File: src/rtl/wdt_timeout_ctrl.sv
// Watchdog timeout controller: a prescaled tick counter that sequences
// disable / count / expire. It latches the timeout limit on enable and on
// every kick, and drives a registered timeout level, an entry pulse and an
// early warning.
module wdt_timeout_ctrl #(
    parameter int PRESCALE    = 16,
    parameter int CNT_W       = 32,
    parameter int WARN_MARGIN = 8
) (
    input  logic             CLK,
    input  logic             RSTn,
    input  logic             WDEN,
    input  logic             WDLIVE,
    input  logic [CNT_W-1:0] WTOCNT,
    output logic             WTO,
    output logic             WTO_PULSE,
    output logic             WARN,
    output logic [1:0]       WDT_STATE,
    output logic [CNT_W-1:0] WDT_CNT
);

    // A prescale of 1 still needs a one-bit register so the vector is legal.
    localparam int PRE_W = (PRESCALE > 1) ? $clog2(PRESCALE) : 1;
    localparam logic [PRE_W-1:0] PRE_LAST = PRE_W'(PRESCALE - 1);

    typedef enum logic [1:0] {
        ST_DISABLED = 2'b00,
        ST_COUNT    = 2'b01,
        ST_EXPIRED  = 2'b10
    } state_t;

    state_t           state_reg, state_next;
    logic [CNT_W-1:0] cnt_reg, cnt_next;
    logic [CNT_W-1:0] limit_reg, limit_next;
    logic [PRE_W-1:0] pre_reg, pre_next;
    logic             live_d_reg;
    logic             pulse_reg, pulse_next;

    logic             kick;
    logic             tick;
    logic             expire_hit;
    logic [CNT_W:0]   cnt_inc;
    logic [CNT_W:0]   limit_eff;
    logic [CNT_W-1:0] remaining;

    assign kick = WDLIVE & ~live_d_reg;
    assign tick = (state_reg == ST_COUNT) && (pre_reg == PRE_LAST);

    // The increment is one bit wider, so an all-ones limit can never wrap
    // the compare. A zero limit expires on the first tick, like a limit of 1.
    assign cnt_inc    = {1'b0, cnt_reg} + (CNT_W+1)'(1);
    assign limit_eff  = (limit_reg == '0) ? (CNT_W+1)'(1) : {1'b0, limit_reg};
    assign expire_hit = (cnt_inc >= limit_eff);

    // cnt never exceeds limit while counting, so this difference cannot underflow.
    assign remaining  = limit_reg - cnt_reg;

    assign WTO       = (state_reg == ST_EXPIRED);
    assign WTO_PULSE = pulse_reg;
    assign WARN      = (state_reg == ST_COUNT) && (remaining <= CNT_W'(WARN_MARGIN));
    assign WDT_STATE = state_reg;
    assign WDT_CNT   = cnt_reg;

    // Next-state logic. Inside COUNT the order is: disable, then kick, then tick.
    always_comb begin
        state_next = state_reg;
        cnt_next   = cnt_reg;
        limit_next = limit_reg;
        pre_next   = '0;
        pulse_next = 1'b0;
        case (state_reg)
            ST_DISABLED: begin
                cnt_next = '0;
                if (WDEN) begin
                    state_next = ST_COUNT;
                    limit_next = WTOCNT;
                end
            end
            ST_COUNT: begin
                pre_next = tick ? '0 : pre_reg + PRE_W'(1);
                if (!WDEN) begin
                    state_next = ST_DISABLED;
                    cnt_next   = '0;
                    pre_next   = '0;
                end else if (kick) begin
                    cnt_next   = '0;
                    pre_next   = '0;
                    limit_next = WTOCNT;
                end else if (tick) begin
                    if (expire_hit) begin
                        state_next = ST_EXPIRED;
                        pulse_next = 1'b1;
                    end else begin
                        cnt_next = cnt_inc[CNT_W-1:0];
                    end
                end
            end
            ST_EXPIRED: begin
                if (!WDEN) begin
                    state_next = ST_DISABLED;
                    cnt_next   = '0;
                end
            end
            default: begin
                state_next = ST_DISABLED;
                cnt_next   = '0;
            end
        endcase
    end

    // State registers. Reset drops the timeout immediately, without a clock edge.
    always_ff @(posedge CLK or negedge RSTn) begin
        if (!RSTn) begin
            state_reg  <= ST_DISABLED;
            cnt_reg    <= '0;
            limit_reg  <= '1;
            pre_reg    <= '0;
            live_d_reg <= 1'b0;
            pulse_reg  <= 1'b0;
        end else begin
            state_reg  <= state_next;
            cnt_reg    <= cnt_next;
            limit_reg  <= limit_next;
            pre_reg    <= pre_next;
            live_d_reg <= WDLIVE;
            pulse_reg  <= pulse_next;
        end
    end

endmodule

File: config.mk
export PLATFORM = sky130hd
export DESIGN_NAME = wdt_timeout_ctrl
export DESIGN_NICKNAME = d
export VERILOG_FILES = /design/src/rtl/wdt_timeout_ctrl.sv
export SDC_FILE = /design/constraint.sdc
export NUM_CORES = 1
export LEC_CHECK = 0
export ABC_AREA = 1
export CAP_MARGIN = 20
export CORE_MARGIN = 2
export CORE_UTILIZATION = 35
export CTS_CLUSTER_SIZE = 10
export DETAILED_ROUTE_END_ITERATION = 6
export GPL_ROUTABILITY_DRIVEN = 1
export SYNTH_ARGS = -nofsm -noshare
export SYNTH_HDL_FRONTEND = slang
export SYNTH_SLANG_ARGS = --single-unit
File: constraint.sdc
create_clock -name CLK -period 3.56 [get_ports CLK]
set_input_delay 0.89 -clock CLK [delete_from_list [all_inputs] [get_ports CLK]]
set_output_delay 0.89 -clock CLK [all_outputs]
set_load 0.02 [all_outputs]
==> impl_results.md, run 1 <==
* Total die area at approximately 22000 um2
* Failing checks: negative setup slack
* DRT iter0 DRCs at between 400 and 500
* Largest net degree at the start of global routing at 73
* Syn_area_per_cell at 6.199 um2
* Startpoint Class: flip-flop
* All-Layer GR Usage at 0.2292
* Clock Path Buffers at 2
* Synth Warn # at 0
* Number of synthesized register bits at 72
* Post-synth ARST share at 1.000
* IO Count at 73
* Die H at roughly 150 um
* Cells on worst reg2reg path at 27
* H-tree depth at 3
* Number of fill cells at a little under 2000
* CTS tree: built
* Final WL at about 27000 um
* Largest family of logic cells by synthesized area: simple AND/OR/NAND/NOR gates
* Clk_lat worst skew at 340 ps
* Die Wd at 147.8 um
* Outcome: finished, violations left
* DRT antenna net count at 0
* Post-layout min period at 3605 ps
* Grt ovf at 0
* CTS Sinks at approximately 70
* Final net count at roughly 1500
* Top post-synthesis cells by area: nand2_1 18%, dfrtp_1 14%, dfstp_2 12%
* Root Buffer: clkbuf_16
* Layout area overhead at 51.81%
* Top_reg_cell synth: dfrtp_1
* R2r startpoint: WDT_CNT[9]
* CP Max Fanout at 8
* Hold buffer count at CTS at 0
* Worst min-delay path class: reg -> reg
* DR WL/cell at approximately 16 um
* Final WS setup at -45.33 ps
* Final hold vios at 0
* Row cnt at 52
* Final worst-path cycle share at 1.013
* Worst EP required at 3780 ps
* MaxCap Viol Count at 0
* Worst vdd ir at 0.3841 mV
* Slew Limit Fails at 0
* Hold EP: pre_reg[0]
* Compound-Gate Fraction of Synth Area at 0.08104
* Dpl hpwl at 20280 um
* Synth Area in XOR/XNOR at 0.03750
* Mapped cell area at 7241 um2
* Crit path largest cell delay at 380 ps
* RePlAce Congestion at 1.003
* Reg2reg end: WDT_CNT[15]
* Pre-CTS WS at -284.6 ps
* Mux cell area share after synthesis at 0
* Core ar. at 20300 um2
* RSZ-0062 raised after global routing: true
* Worst Skew at 8.922 ps
* Initial antenna violation count at 0
* Hold Startpoint: pre_reg[0]
* # port buffers at 72
* DRC at 0
* DR vias/cell at 4.929
* WHS Path Cells at 1
* First-pass DRT Iterations at 5
* Worst Tran Pin Value at 951.6 ps
* DR vias at 8439
* Number of synthesized flops with an enable pin at 0
* Share of cells above drive strength 1 at 0.2885
* Max Freq at 277.4 MHz
* ANT cells at 0
* Most frequent cells in the layout: 294 x nand2_1, 196 x inv_1, 194 x buf_4, 122 x nor2_1, 75 x nand3_1
* Post-synth top area share at 0.1804
* Most common cell after layout, fill and taps aside: nand2_1
* Relative slew slack at 0.3656
* Vias in the first global route at 7832
* Post-layout util at 0.5415
* Register area share after synthesis at 0.2544
* Post-Synth Simple-Gate Area at 0.3891
* Initial Utilization at 0.3567
* Critical path's slowest cell: dfrtp_1
* Post-Synth Adder-Cell Area at 0.1123
* Post-synth net total at 1269
* CP arrival at 3820 ps
* Setup Viol. Count Final at 25
* CP Class: reg -> reg
* Reg2Reg Setup Slack at -50 ps
* Pwr Density at 485.3 nW/um2
* Syn Inst Count at 1168
* Area leader, netlist: nand2_1
* Total CTS buffers at 9
* Endpoint class of the critical path: flip-flop
* First-pass GRT wire length at between 30000 and 40000 um
* Leak pwr at ~0.0057 uW
* Netlist cell types at 38
* Clock transition at path regs at 60 ps
[worst max path at each step]
stage	from	end	cells after the start
2_1_floorplan	WDT_CNT[2]	WARN	14
3_3_place_gp	limit_reg[0]	WARN	16
3_5_place_dp	limit_reg[0]	WARN	16
4_1_cts	WDT_CNT[0]	WARN	16
5_1_grt	WDT_CNT[1]	WDT_CNT[15]	34
6_report	WDT_CNT[9]	WDT_CNT[15]	27
[metrics by stage]
step / power, uW / instance area (um2) / std cells / setup TNS [ps] / hold WS (ps)
6_report: 5334 / 10990 / 1712 / -522.8 / 462.8
5_1_grt: 5782 / 10990 / 1712 / -7003 / 504.6
4_1_cts: 4941 / 10120 / 1694 / -81.27 / 462.4
3_5_place_dp: 3920 / 9587 / 1669 / -5298 / 454.1
3_3_place_gp: 3880 / 9587 / 1669 / -1968 / 449.3
2_1_floorplan: 2847 / 7241 / 1168 / 0 / 429.1
[repair_timing]
action / 4_1_cts / 5_1_grt
hold endpoints to repair: 0 / 0
gates cloned: 1 / 3
resized for setup: 45 / 156
pin swaps: 19 / 43
setup endpoints to repair: 36 / 36
buffers inserted: 9 / 15
[area by class of cell]
type	instances	area, um2	area share
timing repair buffer	276	2397	0.2181
clock buffer	13	281.5	0.02561
clock inverter	3	22.52	0.002049
sequential	72	1843	0.1677
inverter	212	798.3	0.07262
tap	270	337.8	0.03073
multi-input combinational	866	5311	0.4832
[worst max-delay path, delay by kind of cell, from the launching register on]
| kind | cells | cell delay [ps] |
|---|---|---|
| adders and majority gates | 1 | 240 |
| buffers and inverters | 12 | 1280 |
| DFF | 1 | 380 |
| AOI/OAI and AO/OA | 3 | 410 |
| and+or+nand+nor | 11 | 1190 |
[kinds of logic (layout without fill, tap and decap cells)]
kind of cell	after synthesis	after routing
simple gates	661	661
flops	72	72
compound gates	109	109
xor+xnor	31	31
buf+inv	230	504
fa+ha+maj	65	65
[synth_stat cells (4+ instances only)]
library cell	number
nand2_1	348
inv_1	209
nor2_1	145
nand3_1	78
a21oi_1	74
ha_1	65
dfrtp_1	40
dfstp_2	32
nand4_1	31
xor2_1	27
nor3_1	21
o21ai_0	19
nor4_1	13
nand3b_1	11
clkbuf_1	10
buf_6	5
o21a_1	4
xnor2_1	4
[routing by layer]
layer / GRT usage / part of all wire
met1: 0.3128 / 0.46
met4: 0.07143 / 0.031
met3: 0.02160 / 0.040
met2: 0.3849 / 0.47
met5: 0 / 0
[power by group]
group | internal, uW | leakage (uW) | switching, uW
logic | 1390 | 0.00466 | 1820
clock network | 554 | 0.000151 | 360
registers | 1080 | 0.000889 | 134
total | 3020 | 0.00570 | 2310
No activity file was read; power rests on OpenSTA's default activity.
==> run 2: changes to the inputs <==
--- a/config.mk
+++ b/config.mk
@@ -12,6 +12,7 @@
 export CTS_CLUSTER_SIZE = 10
 export DETAILED_ROUTE_END_ITERATION = 6
 export GPL_ROUTABILITY_DRIVEN = 1
+export PLACE_DENSITY = 0.65
 export SYNTH_ARGS = -nofsm -noshare
 export SYNTH_HDL_FRONTEND = slang
 export SYNTH_SLANG_ARGS = --single-unit
==> impl_results.md, run 2 (synthesized netlist as in run 1, its figures left out) <==
* Pwr Density at between 400 and 500 nW/um2
* Register area at 1843 um2
* Reg2Reg Setup Slack at -110 ps
* Endpoint class of the critical path: flip-flop
* Reg2reg end: WDT_CNT[14]
* Cells on worst reg2reg path at 25
* Placed insts at 1671
* Clock Path Buffers at 2
* Layout area overhead at 48.47%
* Worst vdd ir at between 0.2 and 0.3 mV
* Crit. Startpoint: WDT_CNT[1]
* Failing checks: negative setup slack
* Slew Limit Fails at 0
* ANT cells at 0
* CTS tree: built
* Multi-input gate area at 5137 um2
* Worst EP required at 3790 ps
* RSZ-0062 raised after global routing: true
* Initial antenna violation count at 0
* Max layer used: met4
* WL met2 at 11810 um
* DR vias/cell at between 4 and 5
* WHS Path Cells at 1
* Final worst-path cycle share at 1.031
* Pre-CTS WS at -294.3 ps
* Outcome: finished, violations left
* H-tree depth at 3
* Vias in the first global route at 7876
* Clock transition at path regs at 60 ps
* Row cnt at 52
* RePlAce Congestion at 0.9705
* All-Layer GR Usage at 0.2232
* Number of fill cells at ~2000
* Die Wd at around 150 um
* Most common cell after layout, fill and taps aside: nand2_1
* Post-layout util at 0.5296
* DRT iter0 DRCs at 586
* Post-Route M1 WL at 11840 um
* Leak pwr at 0.005541 uW
* Fin cells at 1703
* Setup Viol. Count Final at 32
* Worst Skew at 11.05 ps
* CP Max Fanout at 8
* Worst Tran Pin Value at ~940 ps
* Startpoint Class: flip-flop
* Worst min-delay path class: reg -> reg
* Final WL at around 25000 um
* Final WS setup at -110.1 ps
* Initial Utilization at 0.3567
* Post-layout min period at 3670 ps
* Final hold vios at 0
* Relative slew slack at 0.3752
* # port buffers at 72
* CP Class: reg -> reg
* Largest net degree at the start of global routing at 73
* Timing endpoint of the critical path: WDT_CNT[14]
* MaxCap Viol Count at 0
* Final net count at approximately 1500
* DR vias at 8275
* Clk_lat worst skew at 350 ps
* DRC at 0
* Max Freq at roughly 270 MHz
* Dpl hpwl at 19990 um
* Met3 WL post-DR at 890 um
* Root Buffer: clkbuf_16
* IO Count at 73
* Total CTS buffers at 9
* First-pass DRT Iterations at 5
* CTS Sinks at 72
* Share of cells above drive strength 1 at 0.2659
* DR WL/cell at 14.88 um
* Core ar. at just over 20000 um2
* R2r startpoint: WDT_CNT[1]
* CP arrival at ~4000 ps
* DRT antenna net count at 0
* Grt ovf at 0
* Most frequent cells in the layout: 311 x nand2_1, 203 x inv_1, 184 x buf_4, 128 x nor2_1, 70 x clkdlybuf4s50_1
* Total die area at 21850 um2
* First-pass GRT wire length at 38740 um
* Die H at 147.8 um
[run 2: cell types whose count changed in the layout (fill, tap and decap cells not counted), sizes merged]
cell,delta
bufinv,+1
inv,+1
clkinvlp,+2
buf,-7
clkbuf,-5
clkinv,-1
[run 2: where the power goes]
part	switching, uW	internal [uW]
Sequential	118	1070
Clock	377	564
Combinational	1800	1380
Total	2290	3020
[run 2: final cells by class]
type,count,area share
clock buffer,10,0.02223
inverter,212,0.07426
multi-input combinational,866,0.4779
sequential,72,0.1714
timing repair buffer,267,0.2165
clock inverter,6,0.006285
tap,270,0.03142
[run 2: what timing repair did]
item | in CTS | in global routing
gates resized for setup | 38 | 117
endpoints found under the setup margin | 35 | 36
gates cloned | 2 | 1
pin swaps | 5 | 53
hold buffers | 0 | 0
buffers inserted | 8 | 8
[run 2: worst min-delay path by stage]
stage	startpoint	end	slack [ps]
3_5_place_dp	pre_reg[0]	pre_reg[0]	450
4_1_cts	pre_reg[0]	pre_reg[0]	460
5_1_grt	pre_reg[0]	pre_reg[0]	470
3_3_place_gp	pre_reg[0]	pre_reg[0]	450
6_report	pre_reg[0]	pre_reg[0]	460
2_1_floorplan	pre_reg[0]	pre_reg[0]	430
[run 2: metrics by stage]
step | cell area [um2] | total power [uW] | hold WS, ps | TNS [ps]
2_1_floorplan | 7241 | 2847 | 429.1 | 0
6_report | 10750 | 5313 | 458.6 | -2417
3_5_place_dp | 9602 | 3920 | 453.5 | -4093
3_3_place_gp | 9602 | 3886 | 447.9 | -3616
4_1_cts | 10160 | 4978 | 462.7 | -7.641
5_1_grt | 10750 | 5745 | 472.6 | -11830
[run 2: metal layers]
layer	vias to the layer above	GRT usage
li1	4217	-
met1	3808	0.3061
met2	199	0.3712
met3	51	0.02160
met4	0	0.07190
met5	-	0
[run 2: critical path: stages (launching register included)]
cell and delay, ps:
dfrtp_1 360, buf_6 120, ha_4 130, nand2_2 40, nor2_1 100, nand2_1 90
nor2_2 120, nand2_2 90, buf_4 150, nor2_4 150, nand4_1 230, nor2_2 220
xor2_2 160, inv_1 60, ha_1 330, nand2_2 100, nor2_1 50, a211oi_2 220
nand2_1 80, nand2_1 80, nand2_2 100, nand2_4 160, nand2_8 100, clkbuf_16 200
nand2_1 60, nand2_1 50
==> RTL edit, RTL diff (config.mk and constraints of run 2) <==
Put a register stage on the outputs `WTO` and `WARN`, with the module's reset. The values now appear one clock later. The other outputs are not delayed to match.
--- a/src/rtl/wdt_timeout_ctrl.sv
+++ b/src/rtl/wdt_timeout_ctrl.sv
@@ -55,9 +55,16 @@
     // cnt never exceeds limit while counting, so this difference cannot underflow.
     assign remaining  = limit_reg - cnt_reg;
 
-    assign WTO       = (state_reg == ST_EXPIRED);
     assign WTO_PULSE = pulse_reg;
-    assign WARN      = (state_reg == ST_COUNT) && (remaining <= CNT_W'(WARN_MARGIN));
+    always_ff @(posedge CLK or negedge RSTn) begin
+        if (!RSTn) begin
+            WTO  <= '0;
+            WARN <= '0;
+        end else begin
+            WTO  <= (state_reg == ST_EXPIRED);
+            WARN <= (state_reg == ST_COUNT) && (remaining <= CNT_W'(WARN_MARGIN));
+        end
+    end
     assign WDT_STATE = state_reg;
     assign WDT_CNT   = cnt_reg;
 
Behaviour: not the same (Yosys sat finds a counterexample within 4 cycles, from zero or initial values and one cycle with RSTn low).
==> RTL edit against run 2 <==
Setup slack improved by 0.27 ns. Wire length is 12% lower. Global-route usage decreased by 1.7 points. Synthesized area decreased by 0.41%. Final area decreased by 16%. Sequential cell count increased by 2. Clock power increased by 4.3%. Synthesized cell count is 4.0% lower. Sequential share of layout area rose by 3.9 points. Total power shrank 12%. Combinational power down 22%. Largest cell class unchanged. Largest power group unchanged. Highest routed layer unchanged.
==> RTL edit: results <==
group,metric,value,unit
outcome,status,"completed",
setup_path,r2r-end,"WDT_CNT[13]",
placement,dp_hpwl,17700,um
timing,clock_skew,0.00900,ns
placement,dpl_cell_area,8390,um2
synthesis,syn_inst,1121,
clock_network,clk_path_buf_depth,2,
timing,relSlewSlack,0.379,
clock_network,cts-root-buf,"clkbuf_16",
power_and_ir_drop,power.density,521,nW/um2
synthesis,yosys.area_share.adder,0.113,
detailed_routing,drtPass1Iterations,6,
detailed_routing,wl_met2,10500,um
power_and_ir_drop,ir_drop,0.367,mV
synthesis,synth_xor_area_frac,0.0316,
power_and_ir_drop,clockPowerShare,0.209,
detailed_routing,drt-total-wl,22300,um
grt,use_met3,0.0167,
floorplanning,core,20200,um2
grt,grt_max_degree,75,
layout,nFillCells,2069,
placement,dpl_worst_slack,-0.0695,ns
synthesis,ys_top_cells_by_area,"nand2_1, dfrtp_1, dfstp_2",
synthesis,synth_compound_area_frac,0.0881,
grt,grtUsageTotal,0.206,
synthesis,synth_cell_types,42,
placement,globalplace.congestion,0.896,
timing,holdWs,0.471,ns
setup_path,max_stage_delay,0.40,ns
layout,layout-drive-gt1-share,0.119,
synthesis,syn_nets,1222,
power_and_ir_drop,p_seq_frac,0.264,
clock_network,cts.clk_slew.worst_paths,0.06,ns
grt,grt_pass1_wl,36200,um
layout,final_nets,1321,
grt,grtUsageMet1,0.288,
detailed_routing,met1Wirelength,10400,um
synthesis,yosysWarnings,0,
synthesis,synth_common_cells,"nand2_1, inv_1, nor2_1, a21oi_1, nand4_1",
detailed_routing,met3RoutedLength,954,um
grt,grt_use_met2,0.339,
grt,grt_pass1_vias,7209,
placement,place_inst,1469,
hold_path,min_path_cells,1,
timing,max_freq,0.295,GHz
power_and_ir_drop,power_leakage,4.55,nW
synthesis,yosys-mux-area-fraction,0,
hold_path,worstHoldStart,"pre_reg[0]",
detailed_routing,vias,7565,
power_and_ir_drop,swShare,0.445,
setup_path,r2r_cells,22,
detailed_routing,dr.first_iter.drc_count,475,
synthesis,synth_area_leader_cell,"nand2_1",
synthesis,synth-async-reset-ratio,1.00,
layout,n_antenna_cell,0,
synthesis,yosysSeqAreaShare,0.262,
setup_path,worstPathArrival,3.68,ns
detailed_routing,wl_per_cell,14.9,um
## RTL edit: changes by cell type after synthesis, moves of 4 or more
cell             run 2  this run
a21oi_1             74        81
nor3_1              21        15
nand2_1            348       299
nor2_1             145       129
o21ai_0             19        23
nand3_1             78        61
clkinv_1             0         4
nand4_1             31        67
nor2_4               1         6
inv_1              209       200
nand3b_1            11         6
## RTL edit: repair_timing
| action | CTS | global route |
|---|---|---|
| gates resized for setup | 1 | 43 |
| gates cloned | 0 | 1 |
| hold buffers | 0 | 0 |
| setup buffers | 0 | 9 |
| endpoints found under the setup margin | 30 | 35 |
| pin swaps | 0 | 13 |
## RTL edit: logic make-up after synthesis
kind of cell    Yosys count
fa+ha+maj                65
compound gates          119
flops                    74
simple gates            610
xor+xnor                 26
buf+inv                 227
## RTL edit: area by class of cell
type,instances,area [um2],area share
multi-input combinational,820,4620,0.514
sequential,74,1900,0.211
timing repair buffer,106,1030,0.115
inverter,209,790,0.0878
tap,270,338,0.0376
clock buffer,9,225,0.0250
clock inverter,7,93.8,0.0104
